--- config.mk ---
export PLATFORM = sky130hd
export DESIGN_NAME = nxm_monitor
export DESIGN_NICKNAME = d
export VERILOG_FILES = /design/src/rtl/nxm_monitor_pkg.sv /design/src/rtl/nxm_timer.sv /design/src/rtl/nxm_monitor.sv
export SDC_FILE = /design/constraint.sdc
export NUM_CORES = 1
export LEC_CHECK = 0
export ABC_CLOCK_PERIOD_IN_PS = 1700
export CAP_MARGIN = 15
export CORE_ASPECT_RATIO = 1.1
export CORE_UTILIZATION = 44
export DETAILED_ROUTE_END_ITERATION = 12
export PLACE_DENSITY = 0.85
export SYNTH_ARGS = -nofsm -noshare
export SYNTH_HDL_FRONTEND = slang
export SYNTH_SLANG_ARGS = --single-unit
--- constraint.sdc ---
create_clock -name clk -period 1.7 [get_ports clk]
set_input_delay 0.34 -clock clk [delete_from_list [all_inputs] [get_ports clk]]
set_output_delay 0.34 -clock clk [all_outputs]
set_load 0.05 [all_outputs]
--- src/rtl/nxm_monitor_pkg.sv ---
// nxm_monitor_pkg: shared FSM encoding, default timeouts, CSR status bit positions and the busIO address decode
package nxm_monitor_pkg;
  typedef enum logic {IDLE, WAIT} state_t;
  localparam int KS10_MEM_TIMEOUT = 15;
  localparam int KS10_IO_TIMEOUT = 63;
  localparam int BUS_IO_BIT = 6;
  localparam int NXM_ERR_BIT = 0;
  localparam int NXM_OVF_BIT = 1;
  localparam int NXM_IO_BIT = 2;
  function automatic logic bus_io(input logic [0:35] a);
    return a[BUS_IO_BIT];
  endfunction
endpackage

--- src/rtl/nxm_timer.sv ---
// nxm_timer: loadable down-counter (clk, rst, load/val, dec, clr) with terminal count tc at value 1
module nxm_timer #(
  parameter int CNTW = 8
) (
  input  logic            clk,
  input  logic            rst,
  input  logic            load,
  input  logic            dec,
  input  logic            clr,
  input  logic [CNTW-1:0] val,
  output logic            tc
);
  logic [CNTW-1:0] cnt;
  always_ff @(posedge clk)
    if (rst || clr) cnt <= '0;
    else if (load) cnt <= val;
    else if (dec) cnt <= cnt - 1'b1;
  assign tc = cnt == CNTW'(1);
endmodule

--- src/rtl/nxm_monitor.sv ---
// nxm_monitor: KS-10 bus-cycle monitor; cpuADDRO/cpuREQO/cpuACKI/nxmCLR in, memWAIT/ioWAIT stalls, nxmINTR pulse, sticky nxmERR/nxmOVF/nxmIO/nxmADDR out; IO monitoring enabled by KS10_NXM_IO_TIMEOUT_EN
import nxm_monitor_pkg::*;
module nxm_monitor #(
  parameter int MEM_TIMEOUT = KS10_MEM_TIMEOUT,
  parameter int IO_TIMEOUT = KS10_IO_TIMEOUT,
  parameter int CNTW = 8
) (
  input  logic        clk,
  input  logic        rst,
  input  logic [0:35] cpuADDRO,
  input  logic        cpuREQO,
  input  logic        cpuACKI,
  input  logic        nxmCLR,
  output logic        memWAIT,
  output logic        ioWAIT,
  output logic        nxmINTR,
  output logic        nxmERR,
  output logic        nxmOVF,
  output logic        nxmIO,
  output logic [0:35] nxmADDR
);
`ifdef KS10_NXM_IO_TIMEOUT_EN
  localparam logic IO_EN = 1'b1;
`else
  localparam logic IO_EN = 1'b0;
`endif
  state_t state, state_n;
  logic io, mon, idle, load, clr_t, dec, timeout, tc, pend_io;
  logic [0:35] pend_addr;
  assign io = bus_io(cpuADDRO);
  assign mon = cpuREQO & !cpuACKI & (IO_EN | !io);
  assign idle = state == IDLE;
  always_comb begin
    state_n = state;
    load = 1'b0;
    clr_t = 1'b0;
    dec = 1'b0;
    timeout = 1'b0;
    if (idle) begin
      load = mon;
      state_n = mon ? WAIT : IDLE;
    end else begin
      clr_t = cpuACKI | tc;
      timeout = !cpuACKI & tc;
      dec = !cpuACKI & !tc;
      state_n = (cpuACKI | tc) ? IDLE : WAIT;
    end
  end
  nxm_timer #(.CNTW(CNTW)) u_timer (
    .clk(clk),
    .rst(rst),
    .load(load),
    .dec(dec),
    .clr(clr_t),
    .val(io ? CNTW'(IO_TIMEOUT) : CNTW'(MEM_TIMEOUT)),
    .tc(tc)
  );
  always_ff @(posedge clk)
    if (rst) begin
      state <= IDLE;
      pend_addr <= '0;
      pend_io <= 1'b0;
      nxmINTR <= 1'b0;
      nxmERR <= 1'b0;
      nxmOVF <= 1'b0;
      nxmIO <= 1'b0;
      nxmADDR <= '0;
    end else begin
      state <= state_n;
      nxmINTR <= timeout;
      if (load) begin
        pend_addr <= cpuADDRO;
        pend_io <= io & IO_EN;
      end
      if (timeout && (nxmCLR || !nxmERR)) begin
        nxmERR <= 1'b1;
        nxmOVF <= 1'b0;
        nxmIO <= pend_io;
        nxmADDR <= pend_addr;
      end else if (timeout) nxmOVF <= 1'b1;
      else if (nxmCLR) begin
        nxmERR <= 1'b0;
        nxmOVF <= 1'b0;
        nxmIO <= 1'b0;
        nxmADDR <= '0;
      end
    end
  assign memWAIT = !cpuACKI & ((idle & cpuREQO & !io) | (!idle & !pend_io));
  assign ioWAIT = IO_EN & !cpuACKI & ((idle & cpuREQO & io) | (!idle & pend_io));
endmodule

==> summary.txt, run 1 <==
Buffers on Ports: 80
total negative slack: -0.997 ns
share of cells above drive strength 1: 20.5%
Comb pwr share: 9.8%
grt ovf: 0
R2R Path Start: u_timer.cnt[1]
Die ar.: 8180 µm²
Main synth FF type: dfxtp_1
antenna violations before repair: 0
switching share of total power: 23.2%
Worst Setup End Kind: register
Highest Signal Layer: met4
Seq/Total Area, Yosys: 48.9%
synth top area cells: dfxtp_1, mux2i_1, nand2_1
Worst EP arrival: 1.98 ns
GRT Total Usage: 19.1%
GP Congestion: 0.845
Worst path slowest cell: dfxtp_2
Die X: 86.3 µm
met1 wire length: 3.44 mm
hold buffers post-CTS: 0
async set-or-reset flop fraction in the synthesized netlist: 0%
clk_skew: 0.0128 ns
flops & latches, synth: 84
Avg Vias per Cell: 4.94
Slew Viols, Final: 0
Crit Path Max Fanout: 6
Pint: 2920 µW
Synth Warn #: 0
pin count of the biggest net entering global routing: 37
met3 wire len: 326 µm
kind of critical path: register to register
CTS H-tree depth: 3
Synth area leader: dfxtp_1
post-place setup slack: -0.273 ns
DRC: 0
NumNets Final: 522
Final Hold Viols: 0
clk_lat worst skew: 0.34 ns
Final min period: 1.76 ns
vias in the first global route: 2802
Mapped Area: 3440 µm²
I/O pin total: 83
CP peak stage delay: 0.34 ns
most frequent cells in the layout: dfxtp_1, nand2_1, buf_4, nor2_1
Max-Cap Viols: 0
Post-synth EDFFs: 0
Routed Wire Length: 7.98 mm
peak supply drop: 512 µV
die height: 94.7 µm
initial core utilization: 45.8%
Worst R2R Path Depth: 7
Pwr Total: 3800 µW
HPWL after detailed placement: 5.10 mm
CTS tree: done
Final Cycle Share: 103%
P per Cell Area: 809 nW/µm²
# diodes: 0
Hold Path Class: input port to register
Num CTS Buffers: 9
Psw: 883 µW
final hold slack: 0.341 ns
setup ws final: -0.0590 ns
fmax: 568 MHz
clk buf depth: 2
status: finished with violations
startpoint types: register
vias: 2905
worst path required time: 1.92 ns
Pleak: 0.00218 µW
first-pass GRT wire length: 12.3 mm
core area: 7510 µm²
Worst setup startpoint: u_timer.cnt[1]
row count: 33
RSZ-0062 raised after global routing: yes
DRT Pass-1 Iters: 4
WL/cell: 13.6 µm
clock-pin transition on the worst setup and hold timing paths: 0.09 ns
worst hold start: rst
synthesized area per cell: 8.98 µm²
DR WL met2: 4.10 mm
Yosys top cell area share: 48.9%
hold path depth: 2
worst path cell trace: inv_2, ha_4, nor3b_4, nand4_4, clkbuf_16, mux2i_1, nor2_1
clock group share of total power: 36.7%
sequential share of power: 53.5%
Cells after Synth: 383
area grow syn2layout: 36.5%
Finish-stage setup viols: 34
Iter 0 DRT Violations: 68
DRT antenna net count: 0
CTS Sinks: 84
post-synth cell types: 39
failing checks: setup timing
most common cell after layout, fill and taps aside: dfxtp_1
Root Buffer: clkbuf_8
## power groups by stage
stage / registers (µW) / logic [µW] / clock network [µW]
finish: 2030 / 373 / 1400
global route: 2040 / 400 / 1510
CTS: 2030 / 352 / 1430
detailed placement: 2080 / 347 / 0
global placement: 2070 / 340 / 0
floorplan: 2070 / 176 / 0
## cells by family (layout without fill, tap and decap cells)
logic type | count (synthesis) | in the layout | share of synthesized area [%]
compound gates | 51 | 51 | 8.29
flops | 84 | 84 | 48.9
other cells | 1 | 2 | 0.109
mux | 37 | 37 | 10.8
fa+ha+maj | 2 | 2 | 0.727
simple gates | 173 | 173 | 25.1
buf+inv | 33 | 132 | 5.67
xor+xnor | 2 | 2 | 0.509
## metal layers
layer,track usage [%],vias up
met4,8.89,0
met3,3.23,9
met2,34.3,74
li1,-,1449
met1,22.2,1373
met5,0,-
## worst max-delay path, delay by kind of cell (launching register included)
kind          cells  cell delay, ns
simple gates      3            0.65
buf+inv           2            0.35
flops             1            0.34
mux               1            0.16
fa+ha+maj         1            0.13
## path summary, 6_finish.rpt
check	end	slack, ns
hold reg to reg	pend_addr[1]	0.46
setup / recovery	nxmADDR[11]	-0.06
setup reg to reg	nxmADDR[11]	-0.06
hold / removal	nxmADDR[1]	0.34
## cell usage after synthesis, drive strengths merged (2+ instances only)
cell	instances
a21oi	40
dfxtp	84
a21o	2
nor3b	4
nor3	4
nand4	2
nand2b	2
nand3	2
buf	10
ha	2
inv	5
nor2b	17
mux2i	37
nand2	72
a211oi	4
nor2	43
and2b	20
clkbuf	18
## metrics by stage
step | instances | util (%) | cell area, µm²
final | 588 | 62.5 | 4700
after global routing | 588 | 62.5 | 4700
after CTS | 579 | 60.4 | 4540
after detailed placement | 563 | 57.8 | 4340
after global placement | 563 | 57.8 | 4340
after floorplan | 384 | - | 3450
## repair_timing
action                     in CTS  in global routing
pin swaps                       0                  9
resized for setup               1                  8
buffers inserted                1                  5
setup endpoints to repair      38                 43
cloned                          0                  4
## sequential cells by signal, summed over array words and instances (netlist names)
register     flops
nxmOVF           1
u_timer.cnt      8
state            1
nxmERR           1
nxmADDR         36
nxmINTR          1
pend_addr       36
## final cells by class
cell class / count / area (µm²)
clock inverter: 3 / 46.3
fill: 647 / 2820
sequential: 84 / 1690
multi-input combinational: 267 / 1610
inverter: 5 / 18.8
tap: 105 / 131
timing repair buffer: 112 / 1060
clock buffer: 12 / 145
No activity file was read; power rests on OpenSTA's default activity.
==> run 2, diff against run 1 <==
- CORE_ASPECT_RATIO: 1.1 -> 0.8
- GPL_TIMING_DRIVEN: unset -> 1
==> summary.txt, run 2 (same netlist as run 1, synthesis figures left out) <==
clk_lat worst skew: 0.34 ns
fmax: 598 MHz
Final Cycle Share: 98.4%
Buf+Inv Stages, Crit Path: 2
Worst Setup End Kind: register
gr busiest metal: met2
Finish-stage setup viols: 0
Max-Cap Viols: 0
Final min period: 1.67 ns
CTS H-tree depth: 3
hold path depth: 2
pin count of the biggest net entering global routing: 37
R2R Path Start: u_timer.cnt[1]
GP Congestion: 0.833
Pleak: 0.00214 µW
Comb pwr share: 9.4%
Root Buffer: clkbuf_8
Worst path slowest cell: dfxtp_2
clock group share of total power: 38.9%
hold buffers post-CTS: 0
kind of critical path: register to register
CTS Sinks: 84
peak supply drop: 605 µV
Slew HR: 64.1%
final hold slack: 0.283 ns
Die X: 101 µm
CP peak stage delay: 0.34 ns
met3 Use GR: 6.28%
Avg Vias per Cell: 4.88
P per Cell Area: 849 nW/µm²
die height: 81.1 µm
Psw: 912 µW
worst hold start: rst
R2R Setup Slk: 0.03 ns
Hold Path Class: input port to register
first-pass GRT wire length: 12.3 mm
DRT Pass-1 Iters: 4
RSZ-0062 raised after global routing: yes
Crit Path Max Fanout: 16
placed insts: 561
Iter 0 DRT Violations: 84
Final Hold Viols: 0
DRC: 0
antenna violations before repair: 0
Worst EP arrival: 1.90 ns
R2R Path End: nxmADDR[0]
largest registers: nxmADDR: 36 flops, pend_addr: 36 flops, u_timer.cnt: 8 flops
Routed Wire Length: 8.13 mm
vias in the first global route: 2662
startpoint types: register
GRT Total Usage: 19.7%
worst path cell trace: inv_2, ha_4, nor3b_4, nand4_4, buf_12, mux2i_2, nor2_1
switching share of total power: 23.2%
Die ar.: 8180 µm²
clk_skew: 0.0112 ns
NumNets Final: 517
CTS tree: done
I/O pin total: 83
HPWL after detailed placement: 5.14 mm
total negative slack: 0 ns
met1 global-route usage: 24.0%
CP top delay family: simple AND/OR/NAND/NOR gates
Slew Viols, Final: 0
most frequent cells in the layout: dfxtp_1, nand2_1, buf_4, nor2_1
sequential share of power: 51.7%
core area: 7500 µm²
clock-pin transition on the worst setup and hold timing paths: 0.09 ns
clk buf depth: 2
row count: 28
Pint: 3030 µW
share of cells above drive strength 1: 20.5%
Buffers on Ports: 80
status: complete, no violations
most common cell after layout, fill and taps aside: dfxtp_1
Pwr Total: 3940 µW
# diodes: 0
vias: 2847
Worst R2R Path Depth: 7
initial core utilization: 45.9%
grt ovf: 0
DRT antenna net count: 0
WL/cell: 13.9 µm
area grow syn2layout: 34.8%
Non-Filler Instances: 584
worst path required time: 1.93 ns
Num CTS Buffers: 9
Min-Delay Endpoint: pend_addr[32]
slew at the pin closest to its max-slew limit: 0.530 ns
M2 GR Usage: 34.3%
-- run 2: worst max-delay path by stage --
| stage | startpoint | to | slack, ns | cells past startpoint |
|---|---|---|---|---|
| after CTS | cpuADDRO[6] | memWAIT | -0.009 | 4 |
| after global routing | u_timer.cnt[1] | nxmADDR[7] | -0.06 | 7 |
| after global placement | cpuACKI | u_timer.cnt[3] | -0.20 | 5 |
| final | u_timer.cnt[1] | nxmADDR[0] | 0.03 | 7 |
| after detailed placement | cpuACKI | u_timer.cnt[3] | -0.28 | 5 |
| after floorplan | u_timer.cnt[0] | nxmADDR[28] | 0.09 | 7 |
-- run 2: power groups by stage --
| stage | Clock, µW | Sequential, µW | Combinational [µW] |
|---|---|---|---|
| CTS | 1570 | 2030 | 350 |
| global placement | 0 | 2070 | 335 |
| global route | 1640 | 2040 | 402 |
| detailed placement | 0 | 2080 | 342 |
| floorplan | 0 | 2070 | 176 |
| finish | 1530 | 2030 | 370 |
-- run 2: repair_timing --
item                       in CTS  in global routing
resized for setup               3                  8
setup buffers                   1                  4
gates cloned                    0                  2
pin swaps                       0                  4
setup endpoints to repair      33                 42
-- run 2: layer usage --
metal	wire (µm)	vias to the layer above
met5	0	-
met3	337	4
li1	-	1431
met1	3690	1353
met4	21	0
met2	4080	59
-- run 2: through the flow --
step	util [%]	worst slack (ns)	cell area, µm²
after floorplan	-	0.0850	3450
after global placement	57.5	-0.202	4310
after detailed placement	57.5	-0.281	4310
after CTS	60.6	-0.00856	4540
after global routing	61.9	-0.0649	4640
final	61.9	0.0270	4640
-- run 2: area by class of cell --
cell class                      count  area, µm²
Clock inverter                      6       87.6
Sequential cell                    84       1690
Fill cell                         673       2860
Timing Repair Buffer              107        970
Tap cell                          105        131
Multi-Input combinational cell    267       1620
Inverter                            5       18.8
Clock buffer                       10        128
